===== src/rtl/fetch_pkg.sv =====
// fetch_pkg
// Shared types and constants for the fetch sequencer.
//   fetch_state_e  : sequencer FSM states (IDLE, REQ, WAIT, HOLD)
//   redirect_src_e : which redirect source won arbitration this cycle
//   DEF_RESET_PC   : default fetch address after reset
//   DEF_EXC_VECTOR : default exception handler entry address
package fetch_pkg;

  localparam logic [31:0] DEF_RESET_PC   = 32'h0000_1000;
  localparam logic [31:0] DEF_EXC_VECTOR = 32'h0000_2000;

  typedef enum logic [1:0] {
    ST_IDLE = 2'd0,
    ST_REQ  = 2'd1,
    ST_WAIT = 2'd2,
    ST_HOLD = 2'd3
  } fetch_state_e;

  typedef enum logic [1:0] {
    RD_NONE    = 2'd0,
    RD_EXC     = 2'd1,
    RD_IRET    = 2'd2,
    RD_MISPRED = 2'd3
  } redirect_src_e;

  // Instruction fetch is word aligned, so redirect targets drop their low bits.
  function automatic logic [31:0] alignWord(input logic [31:0] addr);
    return addr & ~32'h0000_0003;
  endfunction

endpackage


===== src/rtl/fetch_seq_ctrl_redirect_arb.sv =====
// redirect_arb
// Combinational priority select between the three redirect requesters.
// Ports:
//   exc_i, iret_i, mispred_i : redirect requests (exc highest, mispred lowest)
//   iret_pc_i, mispred_pc_i  : requested targets
//   valid_o                  : some redirect is active this cycle
//   src_o                    : winning source (RD_NONE when idle)
//   target_o                 : winning target, word aligned
module redirect_arb
  import fetch_pkg::*;
#(
  parameter logic [31:0] EXC_VECTOR = DEF_EXC_VECTOR
) (
  input  logic          exc_i,
  input  logic          iret_i,
  input  logic [31:0]   iret_pc_i,
  input  logic          mispred_i,
  input  logic [31:0]   mispred_pc_i,
  output logic          valid_o,
  output redirect_src_e src_o,
  output logic [31:0]   target_o
);

  // Fixed priority: an exception overrides an iret, which overrides a
  // mispredict. The target is aligned here so the sequencer never sees an
  // unaligned fetch address.
  always_comb begin
    valid_o  = 1'b0;
    src_o    = RD_NONE;
    target_o = 32'h0;
    if (exc_i) begin
      valid_o  = 1'b1;
      src_o    = RD_EXC;
      target_o = alignWord(EXC_VECTOR);
    end else if (iret_i) begin
      valid_o  = 1'b1;
      src_o    = RD_IRET;
      target_o = alignWord(iret_pc_i);
    end else if (mispred_i) begin
      valid_o  = 1'b1;
      src_o    = RD_MISPRED;
      target_o = alignWord(mispred_pc_i);
    end
  end

endmodule


===== src/rtl/fetch_seq_ctrl.sv =====
// fetch_seq_ctrl
// Fetch sequencer: owns the fetch PC, issues one icache request at a time,
// applies redirects, discards responses made stale by a redirect and holds
// the fetched instruction while decode is stalled. All outputs are registered.
// Ports:
//   clk_i, rst_i                  : clock, async active-high reset
//   stall_i                       : decode cannot accept this cycle
//   exc_i / iret_i / mispred_i    : redirect requests (+ iret_pc_i, mispred_pc_i)
//   pred_taken_i, pred_pc_i       : predictor result for inst_pc_o
//   ic_req_o, ic_addr_o, ic_gnt_i : icache request handshake
//   ic_rvalid_i, ic_rdata_i       : icache response
//   inst_valid_o, inst_o, inst_pc_o : instruction to decode
module fetch_seq_ctrl
  import fetch_pkg::*;
#(
  parameter logic [31:0] RESET_PC   = DEF_RESET_PC,
  parameter logic [31:0] EXC_VECTOR = DEF_EXC_VECTOR
) (
  input  logic        clk_i,
  input  logic        rst_i,
  input  logic        stall_i,
  input  logic        exc_i,
  input  logic        iret_i,
  input  logic [31:0] iret_pc_i,
  input  logic        mispred_i,
  input  logic [31:0] mispred_pc_i,
  input  logic        pred_taken_i,
  input  logic [31:0] pred_pc_i,
  output logic        ic_req_o,
  output logic [31:0] ic_addr_o,
  input  logic        ic_gnt_i,
  input  logic        ic_rvalid_i,
  input  logic [31:0] ic_rdata_i,
  output logic        inst_valid_o,
  output logic [31:0] inst_o,
  output logic [31:0] inst_pc_o
);

  fetch_state_e  state_q, state_d;
  logic [31:0]   fetchPc_q, fetchPc_d;
  logic          kill_q, kill_d;
  logic          icReq_q, icReq_d;
  logic [31:0]   icAddr_q, icAddr_d;
  logic          instValid_q, instValid_d;
  logic [31:0]   inst_q, inst_d;
  logic [31:0]   instPc_q, instPc_d;

  logic          rdValid;
  redirect_src_e rdSrc;
  logic [31:0]   rdTarget;
  logic          redirect;

  redirect_arb #(
    .EXC_VECTOR (EXC_VECTOR)
  ) u_redirect_arb (
    .exc_i        (exc_i),
    .iret_i       (iret_i),
    .iret_pc_i    (iret_pc_i),
    .mispred_i    (mispred_i),
    .mispred_pc_i (mispred_pc_i),
    .valid_o      (rdValid),
    .src_o        (rdSrc),
    .target_o     (rdTarget)
  );

  // Both arbiter outputs are consulted so that a valid bit without a winning
  // source (or the reverse) can never move the fetch PC on its own.
  assign redirect = rdValid && (rdSrc != RD_NONE);

  // Next-state logic. The request/valid outputs are derived from the next
  // state so they appear registered exactly one cycle after the event that
  // caused them (redirect, grant, response or accept).
  always_comb begin
    state_d   = state_q;
    fetchPc_d = fetchPc_q;
    kill_d    = kill_q;
    inst_d    = inst_q;
    instPc_d  = instPc_q;

    unique case (state_q)
      ST_IDLE: begin
        state_d = ST_REQ;
      end
      ST_REQ: begin
        if (ic_gnt_i) begin
          state_d = ST_WAIT;
          // The icache already latched the old address, so its response is stale.
          if (redirect) kill_d = 1'b1;
        end
      end
      ST_WAIT: begin
        if (ic_rvalid_i) begin
          if (kill_q || redirect) begin
            kill_d  = 1'b0;
            state_d = ST_REQ;
          end else begin
            inst_d   = ic_rdata_i;
            instPc_d = fetchPc_q;
            state_d  = ST_HOLD;
          end
        end else if (redirect) begin
          kill_d = 1'b1;
        end
      end
      ST_HOLD: begin
        if (redirect) begin
          state_d = ST_REQ;
        end else if (!stall_i) begin
          fetchPc_d = pred_taken_i ? pred_pc_i : fetchPc_q + 32'd4;
          state_d   = ST_REQ;
        end
      end
      default: begin
        state_d = ST_IDLE;
      end
    endcase

    // A redirect loads the fetch PC whatever state the sequencer is in.
    if (redirect) fetchPc_d = rdTarget;

    icReq_d     = (state_d == ST_REQ);
    icAddr_d    = fetchPc_d;
    instValid_d = (state_d == ST_HOLD);
  end

  // State and output registers; reset parks the sequencer in IDLE at the
  // reset PC with nothing requested and nothing presented to decode.
  always_ff @(posedge clk_i or posedge rst_i) begin
    if (rst_i) begin
      state_q     <= ST_IDLE;
      fetchPc_q   <= RESET_PC;
      kill_q      <= 1'b0;
      icReq_q     <= 1'b0;
      icAddr_q    <= RESET_PC;
      instValid_q <= 1'b0;
      inst_q      <= 32'h0;
      instPc_q    <= 32'h0;
    end else begin
      state_q     <= state_d;
      fetchPc_q   <= fetchPc_d;
      kill_q      <= kill_d;
      icReq_q     <= icReq_d;
      icAddr_q    <= icAddr_d;
      instValid_q <= instValid_d;
      inst_q      <= inst_d;
      instPc_q    <= instPc_d;
    end
  end

  assign ic_req_o     = icReq_q;
  assign ic_addr_o    = icAddr_q;
  assign inst_valid_o = instValid_q;
  assign inst_o       = inst_q;
  assign inst_pc_o    = instPc_q;

endmodule


===== config.mk =====
export PLATFORM = sky130hd
export DESIGN_NAME = fetch_seq_ctrl
export DESIGN_NICKNAME = d
export VERILOG_FILES = /design/src/rtl/fetch_pkg.sv /design/src/rtl/fetch_seq_ctrl_redirect_arb.sv /design/src/rtl/fetch_seq_ctrl.sv
export SDC_FILE = /design/constraint.sdc
export NUM_CORES = 1
export LEC_CHECK = 0
export ABC_CLOCK_PERIOD_IN_PS = 3200
export CELL_PAD_IN_SITES_DETAIL_PLACEMENT = 1
export CELL_PAD_IN_SITES_GLOBAL_PLACEMENT = 1
export CORE_MARGIN = 2
export CORE_UTILIZATION = 29
export CTS_CLUSTER_DIAMETER = 200
export CTS_CLUSTER_SIZE = 30
export DETAILED_ROUTE_END_ITERATION = 10
export GPL_TIMING_DRIVEN = 1
export HOLD_SLACK_MARGIN = 0.06
export PLACE_DENSITY_LB_ADDON = 0.1
export SLEW_MARGIN = 25
export SYNTH_ARGS = -nofsm -noshare
export SYNTH_HDL_FRONTEND = slang
export SYNTH_HIERARCHICAL = 1
export SYNTH_SLANG_ARGS = --single-unit

===== constraint.sdc =====
create_clock -name clk_i -period 3.2 [get_ports clk_i]
set_clock_uncertainty 0.1 [all_clocks]
set_input_delay 0.64 -clock clk_i [delete_from_list [all_inputs] [get_ports clk_i]]
set_output_delay 0.64 -clock clk_i [all_outputs]
set_load 0.01 [all_outputs]

# Word level (Yosys, flattened, before mapping)
# Cells that the tools add are included.
[word_totals] reg_bits=101 input_bits=137 output_inout_bits=98 wordCells=50
[classes] add_sub_neg=1 eq_ne=8 mux=24 bitwise_logic=1 n_reduce_logical=9
[ops] op="two-way mux 32 bit" n=7
[ops] op="adder 32 x 3 -> 32 bit, second input constant" n=1
[ops] op="two-way mux 2 bit" n=8
[ops] op="one-hot mux 2 bit (4 select lines)" n=1
[ops] op="two-way mux 1 bit" n=7
[ops] op="== test 2 bit, second input constant" n=3
[ops] op="AND reduction 3 bit" n=2
[ops] op="nonzero test 2 bit" n=3
[ops] op="== test 2 x 1 -> 1 bit, second input constant" n=2
[ops] op="!= test 3 bit, second input constant" n=1
[ops] op="logical NOT 2 bit" n=1
[ops] op="!= test 2 x 1 -> 1 bit, second input constant" n=1
[ops] op="!= test 2 bit, second input constant" n=1
[ops] op="one-hot mux 1 bit (2 select lines)" n=1
[ops] op="AND reduction 2 bit" n=1
[ops] op="logical AND 1 bit" n=1
[ops] op="logical OR 1 bit" n=1
[ops] op="NOT 1 bit" n=1

# Longest topological paths before layout
[depth] word_depth=10 mapped_depth=12

# Cells and area by module
# Netlist, hierarchy kept.
[modules_own_cells] mod="fetch_seq_ctrl" n_inst=1 cells_each=473 area_each_um2=5081.1
[modules_own_cells] mod="redirect_arb" n_inst=1 cells_each=52 area_each_um2=465.4

# Least setup slack after synthesis
# Ideal clock, no wire load.
[synth_path] kind="input to register" from="input port mispred_i" to="register inst_q[29] (netlist: inst_o[29])" setup_time_ns=0.125 arrival_ns=2.623 t_required_ns=2.975 slack_ns=0.352 path_stages=10 n_path_buf=5 cell_sequence="nor2b_2 > buf_6 > buf_8 > or2_1 > o21a_1 > or4_1 > clkbuf_1 > buf_6 > buf_6 > mux2_4"
[synth_via] elab_chain_cells=8
[synth_rtl] item="start: declaration" line="fetch_seq_ctrl.sv:25" source="input logic mispred_i,"
[synth_rtl] item="two-way mux 2 bit" line="fetch_seq_ctrl_redirect_arb.sv:39" source="end else if (mispred_i) begin"
[synth_rtl] item="two-way mux 2 bit" line="fetch_seq_ctrl_redirect_arb.sv:35" source="end else if (iret_i) begin"
[synth_rtl] item="two-way mux 2 bit" line="fetch_seq_ctrl_redirect_arb.sv:31" source="if (exc_i) begin"
[synth_rtl] item="via rdSrc[0]" line="fetch_seq_ctrl.sv:49" source="redirect_src_e rdSrc;"
[synth_rtl] item="nonzero test 2 bit" line="fetch_seq_ctrl.sv:68" source="assign redirect = rdValid && (rdSrc != RD_NONE);"
[synth_rtl] item="logical AND 1 bit" line="fetch_seq_ctrl.sv:68"
[synth_rtl] item="logical OR 1 bit" line="fetch_seq_ctrl.sv:93" source="if (kill_q || redirect) begin"
[synth_rtl] item="NOT 1 bit (no line)"
[synth_rtl] item="AND reduction 3 bit (no line)"
[synth_rtl] item="end signal: assignment" line="fetch_seq_ctrl.sv:145" source="inst_q <= inst_d;"
[synth_rtl] item="end: declaration" line="fetch_seq_ctrl.sv:45" source="logic [31:0] inst_q, inst_d;"
# The timed path passes the listed nets, and every way through them passes these cells.
# A chain may end at the register's enable or synchronous reset.

# Worst setup path in the final report
[layout_path] from="input port iret_i" to="register icAddr_q[31] (netlist: ic_addr_o[31])"
[layout_via] elab_chain_cells=6
[layout_rtl] item="start: declaration" line="fetch_seq_ctrl.sv:23" source="input logic iret_i,"
[layout_rtl] item="two-way mux 2 bit (*)" line="fetch_seq_ctrl_redirect_arb.sv:35"
[layout_rtl] item="two-way mux 2 bit (*)" line="fetch_seq_ctrl_redirect_arb.sv:31"
[layout_rtl] item="via rdSrc[1]" line="fetch_seq_ctrl.sv:49"
[layout_rtl] item="nonzero test 2 bit (*)" line="fetch_seq_ctrl.sv:68"
[layout_rtl] item="logical AND 1 bit (*)" line="fetch_seq_ctrl.sv:68"
[layout_rtl] item="!= test 2 x 1 -> 1 bit (no line) / nonzero test 2 bit (equally long branches)"
[layout_rtl] item="AND reduction 2 bit (no line)"
[layout_rtl] item="end signal: assignment" line="fetch_seq_ctrl.sv:143" source="icAddr_q <= icAddr_d;"
[layout_rtl] item="end: declaration" line="fetch_seq_ctrl.sv:43" source="logic [31:0] icAddr_q, icAddr_d;"
# Mark *: on every way through the listed nets, which the timed path passes. The rest lies on a longest branch.

==> impl_metrics.tcl <==
set metrics [dict create \
    whs_path_depth 2 \
    place_congestion 0.818 \
    ys_warn_count 6 \
    grt_pass1_vias 5630 \
    regToRegSetupSlack_ns 0.83 \
    synth-edff-count 0 \
    vias 5137 \
    worstSetupPathType "in -> reg" \
    min-delay-start "inst_pc_o[10]$_DFFE_PP0P_" \
    critPathSlowestCell "clkdlybuf4s50_1" \
    cts_setup_buffers 0 \
    cts_resized 0 \
    antenna_found_initial 0 \
    ys.flop_type "dfrtp_1" \
    post_drt_wl_per_cell_microns 20.4 \
    via_per_inst 5.18 \
    syn_inst 525 \
    cpMostUsedCell "nor2_1" \
    synth_top_cell_area_share 0.451 \
    ys_seq_elements 101 \
    synth_seq_area_share 0.456 \
    synth.most_common_cell "dfrtp_1" \
    power_density_mw_per_mm2 554 \
    ff2ff_path_depth 5 \
    antenna_left 0 \
    min_period_ns 2.82 \
    grt_usage 0.201 \
    holdWs_ns 0.404 \
    drt_iter0_drc 245 \
    dieArea_sq_mm 0.0202 \
    period_share 0.882 \
    numCtsBuffers 9 \
    start_util 0.297 \
    synth_mux_area_frac 0.159 \
    drv_cap 0 \
    p_total_mw 4.70 \
    r2r-start "ic_addr_o[12]$_DFFE_PP1P_" \
    synth_simple_gate_area_share 0.153 \
    insertion_delay_ns 0.36 \
    cts_hold_buffers 0 \
    hold_violations 0 \
    grt_pass1_wl_mm 31.4 \
    drc 0 \
    drtPass1Iterations 4 \
    syn_to_final_growth_pct 52.9 \
    crit_chain "clkdlybuf4s50_1 -> buf_4 -> nor2_1 -> nor2_1 -> o21a_2 -> buf_12 -> nor2_1 -> a21oi_1 -> or3_1 -> o31ai_1" \
    synth_adder_area_share 0.00226 \
    dpl.cell_count 975 \
    cts_max_level 3 \
    setup_viol 0 \
    overflow 0 \
    yosys-top-cells-area "dfrtp_1, mux2_2, mux2_4" \
    rows 50 \
    instances_no_fill 991 \
    clkTransAtPathRegs_ns 0.08 \
    critical_path.endpoint_type "register" \
    netlist_area_sq_mm 0.00555 \
    ios 235 \
    arrival_ns 2.98 \
    hold_path_class "reg -> reg" \
    grt_start_max_net_pins 51 \
    drt-total-wl_mm 20.2 \
    cts-root-buf "clkbuf_16" \
    rsz0062_at_grt "false" \
    post-synth-top-area-cell "dfrtp_1" \
    crit_fanout 50 \
    p_leak_nw 3.68 \
    clock_path_buffers 2 \
    clock_sinks 101 \
    synth_cell_type_count 64 \
    status "complete, no violations" \
    synth_top_family_by_area "compound AO/OA/AOI/OAI gates" \
    slew_headroom 0.517 \
    start_kind "input port" \
    synth_xor_area_frac 0.0126 \
    final_layout_size_suffix_gt1_frac 0.177 \
    die_w_microns 142 \
    tritoncts "built" \
    syn_avg_cell_area_sq_um 10.6 \
    portBuffers 230 \
    diodes 0 \
    dieHeight_microns 142 \
    fmax_mhz 354 \
    maxSlewViolCount 0 \
    fin_nets 890 \
    synth_compound_area_frac 0.166 \
    vdd_ir_drop_max_mv 0.259 \
    critical-path-max-stage-delay_ns 0.47 \
    min_to "inst_pc_o[10]$_DFFE_PP0P_" \
    tightest_slew_ns 0.723 \
    timing.rr.end "ic_addr_o[27]$_DFFE_PP0P_" \
    required_ns 3.36 \
    post-route-util 0.453 \
    synth_common_cells "dfrtp_1, nand2_1, mux2_2, a21oi_1, nor2_1" \
    synthArstFlopShare 1.00 \
    finalSetupTns_ns 0 \
    hpwl_mm 15.0 \
    core_area_sq_mm 0.0187 \
]
==> per-layer routing <==
layer  GRT usage  vias to the layer above  share of wire
met2       0.336                      183           0.47
met1       0.261                     2530           0.44
met4      0.0485                        0          0.017
li1            -                     2405              -
met5           0                        -              0
met3      0.0501                       19          0.066
==> flip-flops by register name, summed over array words and instances, names as in the netlist <==
name / cells
inst_valid_o: 1
kill_q: 1
inst_pc_o: 32
inst_o: 32
ic_req_o: 1
ic_addr_o: 32
state_q: 2
==> cells by family (layout without fill, tap and decap cells) <==
family	Yosys count	in the layout
adder cells (fa/ha/maj)	1	1
buffers and inverters	50	281
flip-flops	101	101
AO/OA/AOI/OAI	129	129
multiplexers	71	71
other	1	2
XOR/XNOR	8	8
AND/OR/NAND/NOR	164	164
==> per-stage QoR <==
step / instance area, sq um / setup slack [ns]
after floorplan: 5550 / 0.352
after global placement: 8160 / 0.136
final: 8480 / 0.377
after CTS: 8480 / 0.343
after global routing: 8480 / 0.211
after detailed placement: 8160 / -0.0358
==> worst max path at each step <==
stage | startpoint | end
2_1_floorplan | mispred_i | inst_o[29]$_DFFE_PP0P_
3_3_place_gp | mispred_i | inst_pc_o[16]$_DFFE_PP0P_
3_5_place_dp | iret_i | ic_addr_o[31]$_DFFE_PP0P_
4_1_cts | iret_i | ic_addr_o[31]$_DFFE_PP0P_
5_1_grt | iret_i | ic_addr_o[31]$_DFFE_PP0P_
6_report | iret_i | ic_addr_o[31]$_DFFE_PP0P_
==> cells in the final DEF, fill, tap and decap left out, types with 3 or more instances in the layout <==
cell type,instances
nand4_1,11
a32o_2,16
nor3_1,9
o21ai_0,24
or3_1,4
xor2_1,5
mux2_2,38
buf_12,5
a211oi_1,6
nor2_1,30
a22o_1,3
nand3b_1,4
and2_1,3
o31ai_1,5
a21oi_1,33
xnor2_1,3
and3_1,3
a22oi_1,5
nand2_1,46
nor4_1,3
mux2_4,25
and4_1,3
a32o_1,11
clkdlybuf4s50_1,229
nand3_1,29
clkbuf_16,9
mux2i_1,8
inv_1,7
a31oi_1,5
buf_4,20
o211ai_1,3
dfrtp_1,100
or4_1,3
==> worst max-delay path: cells and delay by family <==
kind,cells,cell delay (ns)
buf+inv,3,0.84
compound gates,3,0.56
simple gates,4,0.93
==> area by class of cell <==
| type | instances | area (sq um) |
|---|---|---|
| Clock inverter | 7 | 91.3 |
| Inverter | 10 | 41.3 |
| Fill cell | 2064 | 10200 |
| Multi-Input combinational cell | 375 | 2750 |
| Clock buffer | 9 | 225 |
| Timing Repair Buffer | 255 | 2550 |
| Sequential cell | 101 | 2530 |
| Tap cell | 234 | 293 |
==> where the power goes <==
| group | switching (mW) | total [mW] | leakage [nW] | internal, mW |
|---|---|---|---|---|
| Sequential | 0.259 | 1.84 | 1.34 | 1.58 |
| Clock | 0.561 | 1.19 | 0.151 | 0.627 |
| Combinational | 0.666 | 1.67 | 2.18 | 1.01 |
| Total | 1.49 | 4.70 | 3.68 | 3.21 |
(Power assumes the default switching activity.)
